### src/rtl/axis_weight_streamer_if.sv
// axis_weight_streamer_if: AXI-Stream beat bundle carrying header and weight payload
interface axis_weight_streamer_if #(
  parameter int DATA_W = 64,
  parameter int KEEP_W = 8
);
  logic              tvalid;
  logic              tready;
  logic              tlast;
  logic [DATA_W-1:0] tdata;
  logic [KEEP_W-1:0] tkeep;
  modport master (output tvalid, tlast, tdata, tkeep, input tready);
  modport slave (input tvalid, tlast, tdata, tkeep, output tready);
endinterface

### src/rtl/axis_weight_streamer.sv
// axis_weight_streamer: per command emits a config header beat, then packed weight beats fetched from memory
module axis_weight_streamer #(
  parameter int WORD_WIDTH         = 8,
  parameter int S_WEIGHTS_WIDTH_LF = 64,
  parameter int KW_MAX             = 3,
  parameter int IM_CIN_MAX         = 1024,
  parameter int IM_COLS_MAX        = 512,
  parameter int IM_ROWS_MAX        = 256,
  parameter int XN_MAX             = 64,
  parameter int BRAM_WEIGHTS_DEPTH = 1024,
  parameter int MEM_ADDR_WIDTH     = 32,
  parameter int MEM_LATENCY        = 2,
  parameter int BITS_WORDS         = 20,
  localparam int LANES     = S_WEIGHTS_WIDTH_LF / WORD_WIDTH,
  localparam int HDR_WIDTH = $clog2((KW_MAX + 1) / 2) + $clog2(IM_CIN_MAX) + $clog2(IM_COLS_MAX)
                           + $clog2(IM_ROWS_MAX) + $clog2(XN_MAX) + $clog2(BRAM_WEIGHTS_DEPTH)
) (
  input  logic                          aclk,
  input  logic                          aresetn,
  input  logic                          s_cmd_valid,
  output logic                          s_cmd_ready,
  input  logic [HDR_WIDTH-1:0]          s_cmd_config,
  input  logic [MEM_ADDR_WIDTH-1:0]     s_cmd_base_addr,
  input  logic [BITS_WORDS-1:0]         s_cmd_words,
  output logic                          mem_ren,
  output logic [MEM_ADDR_WIDTH-1:0]     mem_raddr,
  input  logic [S_WEIGHTS_WIDTH_LF-1:0] mem_rdata,
  axis_weight_streamer_if.master        m_axis,
  output logic                          busy
);
  localparam int FIFO_DEPTH = MEM_LATENCY + 2;
  localparam int PTR_W      = $clog2(FIFO_DEPTH);
  localparam int CNT_W      = $clog2(FIFO_DEPTH + 1);
  localparam int LANE_W     = $clog2(LANES);
  typedef enum logic [1:0] {IDLE, HEADER, STREAM} state_t;
  state_t                        state;
  logic [HDR_WIDTH-1:0]          cfg;
  logic [MEM_ADDR_WIDTH-1:0]     base;
  logic [BITS_WORDS-1:0]         n_beats, issued, sent, cmd_beats;
  logic [LANE_W-1:0]             rem;
  logic [MEM_LATENCY-1:0]        vld;
  logic [S_WEIGHTS_WIDTH_LF-1:0] fifo [FIFO_DEPTH];
  logic [PTR_W-1:0]              wr_ptr, rd_ptr;
  logic [CNT_W-1:0]              fifo_count;
  logic [LANES-1:0]              keep_last;
  logic                          push, pop, last_beat, credit_ok, tvalid;
  // Beat bookkeeping, read-credit check and AXIS output muxing; outputs read as zero when idle
  always_comb begin
    cmd_beats = (s_cmd_words >> LANE_W) + BITS_WORDS'(|s_cmd_words[LANE_W-1:0]);
    push = vld[MEM_LATENCY-1];
    last_beat = sent == n_beats - BITS_WORDS'(1);
    tvalid = state == HEADER || (state == STREAM && fifo_count != '0);
    pop = state == STREAM && fifo_count != '0 && m_axis.tready;
    credit_ok = int'(fifo_count) + $countones(vld) - int'(pop) < FIFO_DEPTH;
    mem_ren = (state == HEADER || state == STREAM) && issued < n_beats && credit_ok;
    mem_raddr = mem_ren ? base + MEM_ADDR_WIDTH'(issued) : '0;
    keep_last = rem == '0 ? '1 : ~({LANES{1'b1}} << rem);
    m_axis.tvalid = tvalid;
    m_axis.tdata = state == HEADER ? S_WEIGHTS_WIDTH_LF'(cfg) : tvalid ? fifo[rd_ptr] : '0;
    m_axis.tkeep = state == HEADER ? '1 : tvalid ? (last_beat ? keep_last : '1) : '0;
    m_axis.tlast = state == HEADER ? n_beats == '0 : tvalid && last_beat;
    s_cmd_ready = aresetn && state == IDLE;
    busy = state != IDLE;
  end
  // Command FSM: latch command, send header, stream payload until the final beat handshakes
  always_ff @(posedge aclk) begin
    if (!aresetn) begin
      state <= IDLE;
      cfg <= '0;
      base <= '0;
      n_beats <= '0;
      rem <= '0;
      issued <= '0;
      sent <= '0;
    end else begin
      issued <= issued + BITS_WORDS'(mem_ren);
      case (state)
        IDLE: if (s_cmd_valid) begin
          state <= HEADER;
          cfg <= s_cmd_config;
          base <= s_cmd_base_addr;
          n_beats <= cmd_beats;
          rem <= s_cmd_words[LANE_W-1:0];
          issued <= '0;
          sent <= '0;
        end
        HEADER: if (m_axis.tready) state <= n_beats == '0 ? IDLE : STREAM;
        STREAM: if (pop) begin
          sent <= sent + BITS_WORDS'(1);
          if (last_beat) state <= IDLE;
        end
        default: state <= IDLE;
      endcase
    end
  end
  // Read-valid pipeline and FIFO pointers; clearing the pipeline drops data of reads issued before reset
  always_ff @(posedge aclk) begin
    if (!aresetn) begin
      vld <= '0;
      wr_ptr <= '0;
      rd_ptr <= '0;
      fifo_count <= '0;
    end else begin
      vld[0] <= mem_ren;
      for (int i = 1; i < MEM_LATENCY; i++) vld[i] <= vld[i-1];
      if (push) wr_ptr <= wr_ptr == PTR_W'(FIFO_DEPTH - 1) ? '0 : wr_ptr + PTR_W'(1);
      if (pop) rd_ptr <= rd_ptr == PTR_W'(FIFO_DEPTH - 1) ? '0 : rd_ptr + PTR_W'(1);
      fifo_count <= fifo_count + CNT_W'(push) - CNT_W'(pop);
    end
  end
  // FIFO storage, written as memory data returns
  always_ff @(posedge aclk) begin
    if (push) fifo[wr_ptr] <= mem_rdata;
  end
endmodule

### src/flat_wrapper.sv
// flat-port wrapper written by rule: the top's interface ports become plain ports
module axis_weight_streamer_flat 
#(
  parameter int WORD_WIDTH         = 8,
  parameter int S_WEIGHTS_WIDTH_LF = 64,
  parameter int KW_MAX             = 3,
  parameter int IM_CIN_MAX         = 1024,
  parameter int IM_COLS_MAX        = 512,
  parameter int IM_ROWS_MAX        = 256,
  parameter int XN_MAX             = 64,
  parameter int BRAM_WEIGHTS_DEPTH = 1024,
  parameter int MEM_ADDR_WIDTH     = 32,
  parameter int MEM_LATENCY        = 2,
  parameter int BITS_WORDS         = 20,
  localparam int LANES     = S_WEIGHTS_WIDTH_LF / WORD_WIDTH,
  localparam int HDR_WIDTH = $clog2((KW_MAX + 1) / 2) + $clog2(IM_CIN_MAX) + $clog2(IM_COLS_MAX)
                           + $clog2(IM_ROWS_MAX) + $clog2(XN_MAX) + $clog2(BRAM_WEIGHTS_DEPTH)
)
  (aclk, aresetn, s_cmd_valid, s_cmd_ready, s_cmd_config, s_cmd_base_addr, s_cmd_words, mem_ren, mem_raddr, mem_rdata, busy, m_axis_tvalid, m_axis_tlast, m_axis_tdata, m_axis_tkeep, m_axis_tready);
  axis_weight_streamer_if #(.DATA_W(64), .KEEP_W(8)) m_axis_i ();
  input  logic aclk;
  input  logic aresetn;
  input  logic s_cmd_valid;
  output logic s_cmd_ready;
  input  logic [HDR_WIDTH-1:0] s_cmd_config;
  input  logic [MEM_ADDR_WIDTH-1:0] s_cmd_base_addr;
  input  logic [BITS_WORDS-1:0] s_cmd_words;
  output logic mem_ren;
  output logic [MEM_ADDR_WIDTH-1:0] mem_raddr;
  input  logic [S_WEIGHTS_WIDTH_LF-1:0] mem_rdata;
  output logic busy;
  output wire logic [$bits(m_axis_i.tvalid)-1:0] m_axis_tvalid;
  output wire logic [$bits(m_axis_i.tlast)-1:0] m_axis_tlast;
  output wire logic [$bits(m_axis_i.tdata)-1:0] m_axis_tdata;
  output wire logic [$bits(m_axis_i.tkeep)-1:0] m_axis_tkeep;
  input wire logic [$bits(m_axis_i.tready)-1:0] m_axis_tready;
  assign m_axis_tvalid = m_axis_i.tvalid;
  assign m_axis_tlast = m_axis_i.tlast;
  assign m_axis_tdata = m_axis_i.tdata;
  assign m_axis_tkeep = m_axis_i.tkeep;
  assign m_axis_i.tready = m_axis_tready;
  axis_weight_streamer #(.WORD_WIDTH(WORD_WIDTH), .S_WEIGHTS_WIDTH_LF(S_WEIGHTS_WIDTH_LF), .KW_MAX(KW_MAX), .IM_CIN_MAX(IM_CIN_MAX), .IM_COLS_MAX(IM_COLS_MAX), .IM_ROWS_MAX(IM_ROWS_MAX), .XN_MAX(XN_MAX), .BRAM_WEIGHTS_DEPTH(BRAM_WEIGHTS_DEPTH), .MEM_ADDR_WIDTH(MEM_ADDR_WIDTH), .MEM_LATENCY(MEM_LATENCY), .BITS_WORDS(BITS_WORDS)) u_core (.aclk(aclk), .aresetn(aresetn), .s_cmd_valid(s_cmd_valid), .s_cmd_ready(s_cmd_ready), .s_cmd_config(s_cmd_config), .s_cmd_base_addr(s_cmd_base_addr), .s_cmd_words(s_cmd_words), .mem_ren(mem_ren), .mem_raddr(mem_raddr), .mem_rdata(mem_rdata), .m_axis(m_axis_i), .busy(busy));
endmodule
### config.mk
export PLATFORM = sky130hd
export DESIGN_NAME = axis_weight_streamer_flat
export DESIGN_NICKNAME = d
export VERILOG_FILES = /design/src/rtl/axis_weight_streamer_if.sv /design/src/rtl/axis_weight_streamer.sv /design/src/flat_wrapper.sv
export SDC_FILE = /design/constraint.sdc
export NUM_CORES = 1
export LEC_CHECK = 0
export CORE_ASPECT_RATIO = 0.7
export CORE_UTILIZATION = 40
export DETAILED_ROUTE_END_ITERATION = 10
export GPL_ROUTABILITY_DRIVEN = 0
export SYNTH_ARGS = -nofsm -noshare
export SYNTH_HDL_FRONTEND = slang
export SYNTH_SLANG_ARGS = --single-unit
### constraint.sdc
create_clock -name aclk -period 4.3 [get_ports aclk]
set_input_delay 0.86 -clock aclk [delete_from_list [all_inputs] [get_ports aclk]]
set_output_delay 0.86 -clock aclk [all_outputs]
set_load 0.005 [all_outputs]
==> run metrics <==
FFs w/ async S/R, synth=0%; starting density of the core=41.0%; via count of the first global-routing pass=12,400; maximum capacitance violations=0; count of nets after finishing=1,899; layout cells sized above 1=17.8%; final clock period utilization by the worst path=96.8%; overall die area=46,000 um2; number of endpoints failing setup at the final stage=0; most frequent cell after synthesis=sky130_fd_sc_hd__edfxtp_1; mean instance size in the synthesized netlist=13.4 um2; startpoint of the worst setup timing path=u_core.fifo_count[0]; Core Footprint=44,000 um2; predominant post-synthesis flop cell=sky130_fd_sc_hd__edfxtp_1; post-detailed-route count of antenna-violating nets=0; Die Wd=256 um; share of total power in the clock network=37.7%; average wire length per cell after detail routing=20.4 um; root buffer selected by CTS=sky130_fd_sc_hd__clkbuf_16; number of instances in the synthesized netlist=1,346; Skew-Pair Late Insertion Delay=0.56 ns; Yosys warning total=0; number of cells in the finished layout apart from fillers=2,298; portion of the post-synthesis area used by sequential elements=59.3%; synth cell count leaders=sky130_fd_sc_hd__edfxtp_1 (256), sky130_fd_sc_hd__dfxtp_1 (150), sky130_fd_sc_hd__a22o_1 (121); TritonCTS clock tree=done; total count of hold-check failures in the final report=0; H-Tree Depth=2; crit path max fanout=4; Register-to-Register Path Depth=25; global-route usage over all layers=20.4%; Critical Path RT=3.44 ns; arrival time at the worst endpoint=3.30 ns; Sw Ratio=25.7%; number of cells in the design after placement=2,199; number of rows in the core area=64; Final Core Density=53.1%; proportion of power drawn by flip-flops and latches=46.4%; total iterations of the first detailed-routing run=6; total met2 wirelength after detailed routing=21,200 um; IO buf count=272; number of design-rule violations left by the first detailed-router iteration=644; Worst Setup EP=mem_ren; post-route clock skew=0.0183 ns; min Tclk post-route=4.16 ns; Synthesized Nets=1,575; maximum number of pins on one net before global-route repair=65; highest metal layer with signal wires=met5; type of the worst setup path=reg2out; Final Slew Violations=0; worst reg2reg endpoint=u_core.issued[16]; synthesis-to-finish area growth=29.7%; outcome=completed; placed inst area=21,700 um2; critical path's largest stage delay=0.36 ns; net load switching power=2.44 mW; wire length on met3=2090 um; clock-pin slew reported for the worst setup and hold paths after clock tree synthesis=0.06 ns; number of register bits inferred by synthesis=406; initial antenna violation count=4; part of the power in combinational logic=15.8%; cell type of the slowest stage on the worst timing path=sky130_fd_sc_hd__dfxtp_4; worst path cell trace=o311ai_4 > inv_2 > ha_4 > inv_1 > ha_1 > a31oi_2 > nor2b_1 > buf_4 > buf_4 > a21o_1 > a21o_1 > o2111ai_4 > buf_12 > buf_6 > inv_2 > buf_4 > clkdlybuf4s15_1; post-route met1 wirelength=22,600 um; number of enable flip-flop cells after synthesis=256; GRT Residual Overflow=0; hpwl dp=31,700 um; sort of element at the start of the critical path=register; Peak VDD IR=0.313 mV; Static Leak=8.41 nW; cell-internal power=7.06 mW; first-pass GRT wire length=73,200 um; count of distinct cell types in the synthesized netlist=65; count of boundary I/O pins=273; height of the die=180 um; power density over cell area=406 nW/um2; Total Negative Setup Slacks=0 ns; TritonCTS buffer count=42; number of sinks on the clock net=406; via density per instance=5.28; final routed DRC violation total=0; leading post-synthesis cells by cell area=sky130_fd_sc_hd__edfxtp_1 (43%), sky130_fd_sc_hd__dfxtp_1 (17%), sky130_fd_sc_hd__mux4_2 (8.0%); kind of end point of the critical path=output port; highest clock rate=240 MHz; r2r setup slk=0.43 ns; # diodes=0; classification of the worst-slack hold path=reg2reg; cell type with the largest total area after synthesis=sky130_fd_sc_hd__edfxtp_1; max-slew headroom at the worst pin=29.3%; slew of the pin with the lowest slew margin=1.06 ns; number of fill cells in the layout=3,735; buffer depth of the longest clock path=3; top-area cell type share of the netlist area=42.6%; reg2reg start=u_core.state[0]; Final Cell Area=23,400 um2; Min Hold Slack=0.468 ns; Crit path top cell by count=sky130_fd_sc_hd__buf_4; drt total wl=46,900 um; post-synthesis cell area=18,000 um2; total via count after detailed routing=12,100
-- power groups by stage --
| stage | Clock [mW] | Combinational [mW] | Sequential [mW] |
|---|---|---|---|
| final | 3.58 | 1.51 | 4.41 |
| after global routing | 3.84 | 1.64 | 4.43 |
| after CTS | 3.68 | 1.48 | 4.41 |
| after detailed placement | 0 | 1.34 | 4.49 |
| after global placement | 0 | 1.33 | 4.49 |
| after floorplan | 0 | 0.713 | 4.46 |
-- logic make-up after synthesis --
| family | share of synthesized area (%) |
|---|---|
| simple gates | 8.94 |
| mux | 8.34 |
| compound gates | 11.4 |
| fa+ha+maj | 4.59 |
| xor+xnor | 4.95 |
| flops | 59.3 |
| buf+inv | 2.48 |
-- flip-flops by register name, indices dropped and copies added (netlist names), named ones only --
| signal | flops |
|---|---|
| u_core.vld | 2 |
| u_core.fifo | 256 |
| u_core.cfg | 44 |
| u_core.issued | 20 |
| u_core.base | 32 |
| u_core.wr_ptr | 2 |
| u_core.n_beats | 18 |
| u_core.rd_ptr | 2 |
| u_core.sent | 20 |
| u_core.fifo_count | 3 |
| u_core.state | 2 |
| u_core.rem | 3 |
-- routing by layer --
metal	track usage (%)	vias to the layer above
li1	-	5807
met1	29.4	6014
met2	31.8	241
met3	3.74	68
met4	4.89	6
met5	0	-
-- critical path: cells and delay by family (launching register included) --
kind	cells	cell delay, ns
buf+inv	9	1.00
compound gates	5	0.93
fa+ha+maj	2	0.38
flops	1	0.36
simple gates	1	0.09
-- per-stage QoR --
step	power [mW]	worst slack (ns)
detailed placement	5.84	-0.646
finish	9.50	0.136
CTS	9.58	0.00162
global placement	5.81	-0.600
global route	9.91	-0.000936
floorplan	5.17	0.505
-- cell type report --
| cell class | instances | area, um2 | share of cell area, % |
|---|---|---|---|
| Timing Repair Buffer | 344 | 3210 | 13.7 |
| Inverter | 53 | 199 | 0.850 |
| Tap cell | 594 | 743 | 3.18 |
| Multi-Input combinational cell | 823 | 7170 | 30.6 |
| Clock buffer | 53 | 1130 | 4.84 |
| Clock inverter | 25 | 224 | 0.957 |
| Sequential cell | 406 | 10700 | 45.8 |
-- repair_timing --
action / 4_1_cts / 5_1_grt
setup endpoints to repair: 41 / 36
resized for setup: 131 / 65
hold buffers: 0 / 0
pin swaps: 15 / 23
setup buffers: 13 / 7
cloned: 2 / 0
-- how the worst min path moves through the flow --
stage | startpoint | end | depth (start not counted)
finish | u_core.rd_ptr[1] | register | 2
global route | u_core.cfg[38] | u_core.cfg[38] | 1
CTS | u_core.rd_ptr[1] | register | 2
detailed placement | u_core.vld[0] | u_core.vld[1] | 1
global placement | u_core.rd_ptr[1] | register | 2
floorplan | u_core.vld[0] | u_core.vld[1] | 1
-- placed cells by master, fill, tap and decap left out, types with 5 or more instances in the layout --
| master | n |
|---|---|
| sky130_fd_sc_hd__a31oi_1 | 8 |
| sky130_fd_sc_hd__buf_4 | 62 |
| sky130_fd_sc_hd__a21o_1 | 18 |
| sky130_fd_sc_hd__clkinv_1 | 6 |
| sky130_fd_sc_hd__a22o_1 | 121 |
| sky130_fd_sc_hd__buf_12 | 6 |
| sky130_fd_sc_hd__inv_2 | 5 |
| sky130_fd_sc_hd__and3_1 | 20 |
| sky130_fd_sc_hd__clkbuf_1 | 7 |
| sky130_fd_sc_hd__xnor2_1 | 48 |
| sky130_fd_sc_hd__clkbuf_2 | 12 |
| sky130_fd_sc_hd__nor2_1 | 78 |
| sky130_fd_sc_hd__clkinv_2 | 9 |
| sky130_fd_sc_hd__nand3_1 | 38 |
| sky130_fd_sc_hd__clkdlybuf4s50_1 | 230 |
| sky130_fd_sc_hd__o22ai_1 | 17 |
| sky130_fd_sc_hd__nand4_1 | 21 |
| sky130_fd_sc_hd__nor2_2 | 8 |
| sky130_fd_sc_hd__clkbuf_16 | 42 |
| sky130_fd_sc_hd__dfxtp_1 | 139 |
| sky130_fd_sc_hd__nor3_1 | 11 |
| sky130_fd_sc_hd__a21oi_1 | 40 |
| sky130_fd_sc_hd__buf_2 | 19 |
| sky130_fd_sc_hd__dlygate4sd2_1 | 9 |
| sky130_fd_sc_hd__edfxtp_1 | 256 |
| sky130_fd_sc_hd__inv_1 | 48 |
| sky130_fd_sc_hd__mux4_2 | 64 |
| sky130_fd_sc_hd__xor2_1 | 53 |
| sky130_fd_sc_hd__nor2b_1 | 10 |
| sky130_fd_sc_hd__ha_1 | 60 |
| sky130_fd_sc_hd__nand2_1 | 52 |
| sky130_fd_sc_hd__or3_1 | 6 |
| sky130_fd_sc_hd__nor2_4 | 9 |
| sky130_fd_sc_hd__a211oi_1 | 5 |
| sky130_fd_sc_hd__and2_1 | 29 |
| sky130_fd_sc_hd__dfxtp_4 | 7 |
| sky130_fd_sc_hd__o21ai_0 | 20 |
Power figures use the tool's default switching activity.
